**config.mk**
```make
export PLATFORM = sky130hd
export DESIGN_NAME = crc32_rx_check
export DESIGN_NICKNAME = d
export VERILOG_FILES = /design/src/rtl/crc32_pkg.sv /design/src/rtl/crc32_byte_lane.sv /design/src/rtl/crc32_rx_check.sv
export SDC_FILE = /design/constraint.sdc
export NUM_CORES = 1
export LEC_CHECK = 0
export CORE_MARGIN = 3
export CORE_UTILIZATION = 45
export DETAILED_ROUTE_END_ITERATION = 7
export GPL_TIMING_DRIVEN = 1
export PLACE_DENSITY = 0.65
export SLEW_MARGIN = 0
export SYNTH_ARGS = -nofsm -noshare
export SYNTH_HDL_FRONTEND = slang
export SYNTH_SLANG_ARGS = --single-unit
```
**constraint.sdc**
```tcl
create_clock -name rxclk -period 6.53 [get_ports rxclk]
set_clock_uncertainty 0.15 [all_clocks]
set_input_delay 1.959 -clock rxclk [delete_from_list [all_inputs] [get_ports rxclk]]
set_output_delay 1.959 -clock rxclk [all_outputs]
set_load 0.1 [all_outputs]
```
**src/rtl/crc32_pkg.sv**
```systemverilog
// crc32_pkg -- shared constants and types for the rx CRC-32 frame checker.
//   CRC32_POLY_REFL : reflected Ethernet polynomial (LSB-first bit order)
//   CRC32_INIT      : register seed at start of frame
//   CRC32_RESIDUE   : register value after a frame whose FCS is correct
//   cnt_w()         : width needed to hold a byte count of 0..nbytes
package crc32_pkg;

  localparam logic [31:0] CRC32_POLY_REFL = 32'hEDB88320;
  localparam logic [31:0] CRC32_INIT      = 32'hFFFFFFFF;
  localparam logic [31:0] CRC32_RESIDUE   = 32'hDEBB20E3;

  typedef enum logic {ST_IDLE, ST_ACTIVE} rx_state_e;

  function automatic int cnt_w(input int nbytes);
    return $clog2(nbytes) + 1;
  endfunction

endpackage

```
**src/rtl/crc32_byte_lane.sv**
```systemverilog
// crc32_byte_lane -- combinational single-byte CRC-32 step (reflected,
// bits consumed LSB-first).
//   data_byte [7:0]  : byte to fold in
//   crc_in    [31:0] : running CRC before this byte
//   crc_out   [31:0] : running CRC after this byte
module crc32_byte_lane
  import crc32_pkg::*;
(
  input  logic [7:0]  data_byte,
  input  logic [31:0] crc_in,
  output logic [31:0] crc_out
);

  logic [31:0] c;

  always_comb begin
    c = crc_in ^ {24'h0, data_byte};
    for (int b = 0; b < 8; b++)
      c = c[0] ? ((c >> 1) ^ CRC32_POLY_REFL) : (c >> 1);
    crc_out = c;
  end

endmodule

```
**src/rtl/crc32_rx_check.sv**
```systemverilog
// crc32_rx_check -- multi-beat Ethernet FCS checker. Result (crc_ok,
// frame_len) is strobed by crc_valid exactly 2 cycles after the eof beat.
// Optional macro CRC_ERR_CNT_EN adds a saturating bad-frame counter.
//   rxclk, reset            : clock, async active-high reset
//   data_in                 : beat data, first byte in MSB lane
//   data_valid, sof, eof    : beat qualifier and frame delimiters
//   eof_bytes               : valid bytes on eof beat (0 = full beat)
//   crc_valid/crc_ok/frame_len : result strobe, pass flag, length incl. FCS
//   frame_abort             : sof seen while a frame was still open
//   err_cnt_clr, err_cnt    : (CRC_ERR_CNT_EN) sync clear, bad-frame count
module crc32_rx_check
  import crc32_pkg::*;
#(
  parameter  int DATA_BYTES = 8,
  parameter  int LEN_W      = 16,
  localparam int CNT_W      = cnt_w(DATA_BYTES)
) (
  input  logic                    rxclk,
  input  logic                    reset,
  input  logic [8*DATA_BYTES-1:0] data_in,
  input  logic                    data_valid,
  input  logic                    sof,
  input  logic                    eof,
  input  logic [CNT_W-1:0]        eof_bytes,
`ifdef CRC_ERR_CNT_EN
  input  logic                    err_cnt_clr,
  output logic [31:0]             err_cnt,
`endif
  output logic                    crc_valid,
  output logic                    crc_ok,
  output logic [LEN_W-1:0]        frame_len,
  output logic                    frame_abort
);

  rx_state_e              state_q, state_d;
  logic [31:0]            crc_q, crc_d;
  logic [LEN_W-1:0]       len_q, len_d;
  logic                   abort_q, abort_d;
  logic                   done_d;
  logic [1:0]             vld_pipe_q;
  logic [31:0]            s1_crc_q;
  logic [LEN_W-1:0]       s1_len_q;
  logic                   crc_ok_q;
  logic [LEN_W-1:0]       frame_len_q;

  // Byte-step chain: crc_after[k] is the CRC after the first k bytes of the beat.
  logic [DATA_BYTES:0][31:0] crc_after;
  logic [CNT_W-1:0]          last_bytes, beat_bytes;
  logic [31:0]               crc_beat;
  logic [LEN_W:0]            len_sum;
  logic [LEN_W-1:0]          len_next;

  // A sof beat always reseeds, so an aborting sof restarts cleanly.
  assign crc_after[0] = sof ? CRC32_INIT : crc_q;

  for (genvar k = 1; k <= DATA_BYTES; k++) begin : g_lane
    crc32_byte_lane u_lane (
      .data_byte (data_in[8*(DATA_BYTES-k+1)-1 -: 8]),
      .crc_in    (crc_after[k-1]),
      .crc_out   (crc_after[k])
    );
  end

  // 0 means a full beat; out-of-range counts are clamped to a full beat.
  always_comb begin
    last_bytes = eof_bytes;
    if (eof_bytes == '0 || eof_bytes > CNT_W'(DATA_BYTES))
      last_bytes = CNT_W'(DATA_BYTES);
  end

  assign beat_bytes = eof ? last_bytes : CNT_W'(DATA_BYTES);
  assign crc_beat   = eof ? crc_after[last_bytes] : crc_after[DATA_BYTES];
  assign len_sum    = (sof ? '0 : {1'b0, len_q}) + {{(LEN_W+1-CNT_W){1'b0}}, beat_bytes};
  assign len_next   = len_sum[LEN_W] ? '1 : len_sum[LEN_W-1:0];

  always_comb begin
    state_d = state_q;
    crc_d   = crc_q;
    len_d   = len_q;
    abort_d = 1'b0;
    done_d  = 1'b0;
    if (data_valid && (sof || state_q == ST_ACTIVE)) begin
      abort_d = sof && (state_q == ST_ACTIVE);
      if (eof) begin
        done_d  = 1'b1;
        state_d = ST_IDLE;
        crc_d   = CRC32_INIT;
        len_d   = '0;
      end else begin
        state_d = ST_ACTIVE;
        crc_d   = crc_beat;
        len_d   = len_next;
      end
    end
  end

  always_ff @(posedge rxclk or posedge reset) begin
    if (reset) begin
      state_q     <= ST_IDLE;
      crc_q       <= CRC32_INIT;
      len_q       <= '0;
      abort_q     <= 1'b0;
      vld_pipe_q  <= '0;
      s1_crc_q    <= CRC32_INIT;
      s1_len_q    <= '0;
      crc_ok_q    <= 1'b0;
      frame_len_q <= '0;
    end else begin
      state_q    <= state_d;
      crc_q      <= crc_d;
      len_q      <= len_d;
      abort_q    <= abort_d;
      vld_pipe_q <= {vld_pipe_q[0], done_d};
      if (done_d) begin
        s1_crc_q <= crc_beat;
        s1_len_q <= len_next;
      end
      if (vld_pipe_q[0]) begin
        crc_ok_q    <= (s1_crc_q == CRC32_RESIDUE);
        frame_len_q <= s1_len_q;
      end
    end
  end

  assign crc_valid   = vld_pipe_q[1];
  assign crc_ok      = crc_ok_q;
  assign frame_len   = frame_len_q;
  assign frame_abort = abort_q;

`ifdef CRC_ERR_CNT_EN
  logic [31:0] err_cnt_q;

  always_ff @(posedge rxclk or posedge reset) begin
    if (reset)
      err_cnt_q <= '0;
    else if (err_cnt_clr)
      err_cnt_q <= '0;
    else if (crc_valid && !crc_ok && err_cnt_q != 32'hFFFFFFFF)
      err_cnt_q <= err_cnt_q + 32'd1;
  end

  assign err_cnt = err_cnt_q;
`endif

endmodule

```
# After elaboration in Yosys (flattened, before gate mapping)
# Cells that the tools add are included.
# totals
reg_bits,117
output_inout_bits,19
wordCells,168
# op_classes
n_addsub,1
magnitude_cmp,2
n_eq_ne,1
mux,78
n_bitwise,72
n_reduce_logical,5
# op_table
op,n
2-to-1 mux 32 bit,68
NOT 13 -> 14 bit,64
bitwise XOR 32 x 8 -> 32 bit,8
binary-select mux 32 bit (select 4 bit),1
2-to-1 mux 16 bit,3
== test 32 bit (second input constant),1
adder 16 x 4 -> 17 bit,1
2-to-1 mux 4 bit,2
less-than comparator 4 x 5 -> 1 bit (second input constant),1
greater-than comparator 4 bit (second input constant),1
zero test 4 bit,1
2-to-1 mux 1 bit,4
logical AND 1 bit,2
logical OR 1 bit,2

# Logic depth before layout (Yosys ltp)
# logic_depth
word_depth,141
mapped_depth,27

# Hierarchy
# A second synthesis with hierarchy kept.
# hier_totals
cells_unflattened,1366
hier_area_um2,15269.6
# modules_own_cells
module,n_inst,cells_each,area_each_um2,seq_area_each_um2
crc32_rx_check,1,862,7722.4,3007.9
crc32_byte_lane,8,63,943.4,0.0

# Least setup slack after synthesis
# Ideal clock, no wire load.
# synth_timing
kind,input port to flip-flop
start,input port data_in[58]
end,register s1_crc_q[23]
setup_time_ns,0.077
t_arrival_ns,8.152
t_required_ns,6.303
path_slack_ns,-1.849
path_stages,19
n_path_buf,2
path_cell_list,buf_2 > xor2_2 > xnor3_1 > xnor3_1 > xnor3_1 > buf_2 > xor2_4 > xnor3_2 > xnor3_1 > xnor2_1 > xnor3_2 > xnor3_1 > xnor3_2 > xor3_2 > xor2_2 > xor3_2 > xnor2_2 > a22o_1 > a21o_1
# synth_between
elab_chain_len,99
word_cells_on_any_way,134
classes_between,mux: 67; bitwise: 67
# synth_rtl
item,line,source
start: declaration,crc32_rx_check.sv:20,"input logic [8*DATA_BYTES-1:0] data_in,"
bitwise XOR 32 x 8 -> 32 bit (*),crc32_byte_lane.sv:17,"c = crc_in ^ {24'h0, data_byte};"
2-to-1 mux 32 bit (*) (3 in series),crc32_byte_lane.sv:19,c = c[0] ? ((c >> 1) ^ CRC32_POLY_REFL) : (c >> 1);
NOT 13 -> 14 bit (no line),-,
2-to-1 mux 32 bit (*) (4 in series),crc32_byte_lane.sv:19,
NOT 13 -> 14 bit (no line) / 2-to-1 mux 32 bit (equally long branches),-,
2-to-1 mux 32 bit (*),crc32_byte_lane.sv:19,
bitwise XOR 32 x 8 -> 32 bit (*),crc32_byte_lane.sv:17,
2-to-1 mux 32 bit (*) (5 in series),crc32_byte_lane.sv:19,
(+73 left out),-,
2-to-1 mux 32 bit (2 in series),crc32_byte_lane.sv:19,
NOT 13 -> 14 bit (no line) / 2-to-1 mux 32 bit (equally long branches),-,
2-to-1 mux 32 bit,crc32_byte_lane.sv:19,
NOT 13 -> 14 bit (no line),-,
2-to-1 mux 32 bit,crc32_byte_lane.sv:19,
binary-select mux 32 bit (select 4 bit),crc32_rx_check.sv:72,assign crc_beat = eof ? crc_after[last_bytes] : crc_after[DATA_BYTES];
2-to-1 mux 32 bit (not written as such),crc32_rx_check.sv:72,
2-to-1 mux 32 bit (*),crc32_rx_check.sv:72,
end signal: assignment,crc32_rx_check.sv:115,s1_crc_q <= crc_beat;
end: declaration,crc32_rx_check.sv:41,logic [31:0] s1_crc_q;
# Every way passes the cells marked *; elsewhere a longest branch is shown, timed or not. The select of a mux whose other input is x is not followed.
# A chain may end at the register's enable or synchronous reset.

# Worst setup path after layout
# layout_timing
start,input port sof
end,register s1_crc_q[5]
# layout_between
elab_chain_len,102
word_cells_on_any_way,139
classes_between,mux: 69; bitwise: 68; reduce/logical: 2
# layout_rtl
item,line,source
start: declaration,crc32_rx_check.sv:22,"input logic sof,"
2-to-1 mux 32 bit,crc32_rx_check.sv:54,assign crc_after[0] = sof ? CRC32_INIT : crc_q;
bitwise XOR 32 x 8 -> 32 bit,crc32_byte_lane.sv:17,
2-to-1 mux 32 bit / NOT 13 -> 14 bit (equally long branches),-,
2-to-1 mux 32 bit,crc32_byte_lane.sv:19,
2-to-1 mux 32 bit / NOT 13 -> 14 bit (equally long branches),-,
2-to-1 mux 32 bit (2 in series),crc32_byte_lane.sv:19,
2-to-1 mux 32 bit / NOT 13 -> 14 bit (equally long branches),-,
NOT 13 -> 14 bit (no line) / 2-to-1 mux 32 bit (equally long branches),-,
(+83 left out),-,
2-to-1 mux 32 bit,crc32_byte_lane.sv:19,
NOT 13 -> 14 bit (no line) / 2-to-1 mux 32 bit (equally long branches),-,
2-to-1 mux 32 bit (3 in series),crc32_byte_lane.sv:19,
NOT 13 -> 14 bit (no line) / 2-to-1 mux 32 bit (equally long branches),-,
2-to-1 mux 32 bit,crc32_byte_lane.sv:19,
binary-select mux 32 bit (select 4 bit),crc32_rx_check.sv:72,
2-to-1 mux 32 bit (not written as such),crc32_rx_check.sv:72,
2-to-1 mux 32 bit,crc32_rx_check.sv:72,
# Several ways; a longest one is shown, not always the timed one. The select of a mux whose other input is x is not followed.

==> reports/qor.csv <==
stage,metric,value,unit
outcome,status,"complete, but fails checks",
outcome,violations,negative setup slack,
finish,multiInputGateArea,16500,sq um
clock_tree,insertion_delay,0.41,ns
global_routing,grt_antenna_before_repair,0,
drt,viasPerCell,5.49,
setup_path,rrSetupSlack,-0.40,ns
placement,numPlacedInstances,2790,
global_routing,grt_remaining_overflow,0,
finish,area_growth,58.1,%
setup_path,worst_path_largest_cell_delay,0.50,ns
logic_synthesis,syn_nets,1782,
logic_synthesis,synth_edf_count,0,
die,start_util,45.9,%
logic_synthesis,synth_area,17900,sq um
setup_path,crit_path_start_kind,primary input,
clock_tree,clkTransAtPathRegs,0.06,ns
setup_path,critPathMaxFanout,3,
timing,rsz0062_at_grt,yes,
timing,fmax,126,MHz
clock_tree,cts.sinks,117,
drt,vias,16500,
setup_path,timing.rr.end,s1_crc_q[26]$_DFFE_PP1P_,
timing,tightest_slew,1.10,ns
setup_path,crit_start,sof,
logic_synthesis,seq_area_frac_synth,16.8,%
timing,period_share,122,%
timing,slew_violations,0,
logic_synthesis,ys_types,71,
die,die_h,205,um
die,die_w,205,um
die,ioPinCount,92,
placement,port_buffers,91,
clock_tree,numCtsBuffers,17,
timing,fin_ws,-1.43,ns
setup_path,critical_path.cell_chain,buf_8 -> or2_4 -> xor2_2 -> xnor3_2 -> xnor2_4 -> buf_6 -> xor3_2 -> buf_6 -> xnor3_2 -> xnor3_1 -> xor3_2 -> xor2_4 -> xnor3_2 -> xnor3_1 -> xnor3_2 -> xor3_2 -> xor2_4 -> buf_6 -> xnor2_4 -> xnor2_2 -> o22ai_1 -> nor2_1,
timing,slew_headroom,26.5,%
logic_synthesis,postSynthAreaPerCell,10.5,sq um
hold_path,hold_end,s1_crc_q[31]$_DFFE_PP1P_,
logic_synthesis,yosys_most_used_dff,dfstp_2,
timing,finalHoldWorstSlack,0.322,ns
hold_path,worst_hold_path_type,flip-flop to flip-flop,
placement,routabilityCongestion,0.959,
clock_tree,cts-root-buf,clkbuf_16,
clock_tree,htreeDepth,4,
setup_path,critPathArrivalTime,8.15,ns
finish,design_area,28300,sq um
finish,drive_gt1_share,51.2,%
timing,period_minus_slack,7.96,ns
flow_run,max_cap_viol_count,0,
setup_path,reg2reg_from,crc_q[0]$_DFFE_PP1P_,
finish,finalNonFillerCells,3003,
setup_path,reg2regPathDepth,24,
clock_tree,cts_tree,built,
finish,fin_nets,2550,
setup_path,endpoint_kind,flip-flop,
logic_synthesis,ys_async_sr_fraction,100,%
die,core_area,39000,sq um
setup_path,crit_top_cell,xnor3_2,
drt,drt_iter0_markers,1684,
hold_path,min_from,s1_crc_q[31]$_DFFE_PP1P_,
finish,antenna_cells,0,
setup_path,crit_slowest_cell,xnor3_2,
drt,ant_nets,0,
logic_synthesis,synthCells,1704,
setup_path,required,6.72,ns
placement,place_area,24000,sq um
hold_path,min_delay_path_depth,2,
logic_synthesis,ys_ff_latch,117,
timing,setup_violations,64,
drt,drc,0,
clock_tree,clock_path_buffers,2,
die,dieArea,42200,sq um
logic_synthesis,yosysWarnings,0,
die,num_rows,72,
global_routing,grt_pass1_wl,106000,um
drt,dr.pass1.iters,6,
global_routing,grt_max_degree,90,
finish,fillCellCount,2722,
drt,finalWirelength,73900,um
timing,hold_violations,0,
setup_path,path_class,primary input to flip-flop,
global_routing,grt_use_total,34.1,%
finish,regArea,3010,sq um
drt,routedWlPerCell,24.6,um
finish,postLayoutCoreUtil,72.6,%
global_routing,grt_pass1_vias,16600,
placement,place.detailed.hpwl,57200,um
cell families after synthesis:
kind of cell               after synthesis  synth area share [%]
xor gates and xnor gates               745                  56.8
and+or+nand+nor                        347                  8.55
AOI/OAI and AO/OA                      336                  11.8
buffers and inverters                  124                  3.31
DFF                                    117                  16.8
muxes                                   30                  2.42
adders and majority gates                5                 0.391
final cells by class:
class                      instances  area share, %
inverter                          14          0.243
sequential                       117           10.6
timing repair buffer             859           26.3
clock buffer                      22           1.64
tap                              518           2.29
clock inverter                    10          0.623
multi-input combinational       1463           58.3
cell usage after synthesis, types with 6 or more instances:
master | count | area, sq um
a21oi_1 | 87 | 435
xnor3_2 | 22 | 523
xor2_4 | 11 | 303
xnor2_1 | 355 | 3110
o21ai_1 | 16 | 80.1
o21ai_0 | 87 | 435
xor2_1 | 121 | 1060
xnor2_2 | 40 | 651
clkbuf_1 | 74 | 278
dfrtp_1 | 53 | 1330
xnor2_4 | 25 | 688
nand2_1 | 133 | 499
xor2_2 | 15 | 244
a211oi_1 | 13 | 97.6
dfstp_2 | 64 | 1680
xnor3_1 | 120 | 2700
nor2b_1 | 14 | 87.6
nand3_1 | 14 | 70.1
mux2_2 | 17 | 191
mux4_2 | 9 | 203
o211ai_1 | 28 | 210
a31oi_1 | 13 | 81.3
buf_4 | 15 | 113
xnor3_4 | 6 | 158
nand2b_1 | 8 | 50.1
and3_1 | 7 | 43.8
o311ai_0 | 9 | 78.8
inv_1 | 11 | 41.3
nor2_1 | 124 | 465
buf_6 | 6 | 67.6
buf_2 | 9 | 45.0
buf_1 | 6 | 22.5
a22oi_1 | 8 | 60.1
o22ai_1 | 6 | 37.5
o22a_1 | 21 | 184
xor3_1 | 23 | 547
o21a_1 | 6 | 45.0
nor3_1 | 19 | 95.1
stage by stage:
step                setup WS [ns]  setup TNS (ns)
global placement            -2.31         -130.48
CTS                         -1.38          -79.28
floorplan                   -1.66          -78.70
global route                -1.56          -88.59
finish                      -1.43          -80.83
detailed placement          -2.38         -134.98
cells in the final DEF (no fill, tap or decap), drive strengths merged, types with 30 or more instances in the layout:
cell,n
xnor3,148
xor2,147
xor3,30
nand2,133
xnor2,420
dfrtp,53
o21ai,103
buf,771
dfstp,64
nor2,132
a21oi,87
clkdlybuf4s50,77
worst max path at each step:
stage,end,slack [ns]
2_1_floorplan,s1_crc_q[23]$_DFFE_PP1P_,-1.66
3_3_place_gp,s1_crc_q[5]$_DFFE_PP1P_,-2.31
3_5_place_dp,s1_crc_q[5]$_DFFE_PP1P_,-2.38
4_1_cts,s1_crc_q[23]$_DFFE_PP1P_,-1.38
5_1_grt,s1_crc_q[26]$_DFFE_PP1P_,-1.56
6_report,s1_crc_q[5]$_DFFE_PP1P_,-1.43
layer usage:
| metal | GRT usage, % | up-vias | routed length [um] |
|---|---|---|---|
| met5 | 0 | - | 0 |
| li1 | - | 7351 | - |
| met2 | 56.4 | 808 | 35300 |
| met3 | 4.46 | 192 | 5040 |
| met1 | 45.6 | 8132 | 30000 |
| met4 | 13.2 | 0 | 3560 |
state kept, by name, indices dropped and copies added, names as in the netlist:
name / flops
crc_q: 32
s1_crc_q: 32
vld_pipe_q: 2
len_q: 16
frame_abort: 1
crc_ok: 1
frame_len: 16
state_q: 1
s1_len_q: 16
timing repair:
action | CTS | global route
gates resized for setup | 235 | 189
hold buffers | 0 | 0
setup endpoints to repair | 64 | 64
setup buffers | 122 | 76
pin swaps | 112 | 92
gates cloned | 0 | 0
endpoints found under the hold margin | 0 | 0
worst max-delay path, delay by kind of cell:
kind	cells	cell delay (ns)
compound gates	1	0.13
xor+xnor	15	5.16
simple gates	2	0.36
buf+inv	4	0.52
Power is left out: the tool's default activity adds up to more than one toggle a clock period on the data nets, which glitch-free logic cannot reach.
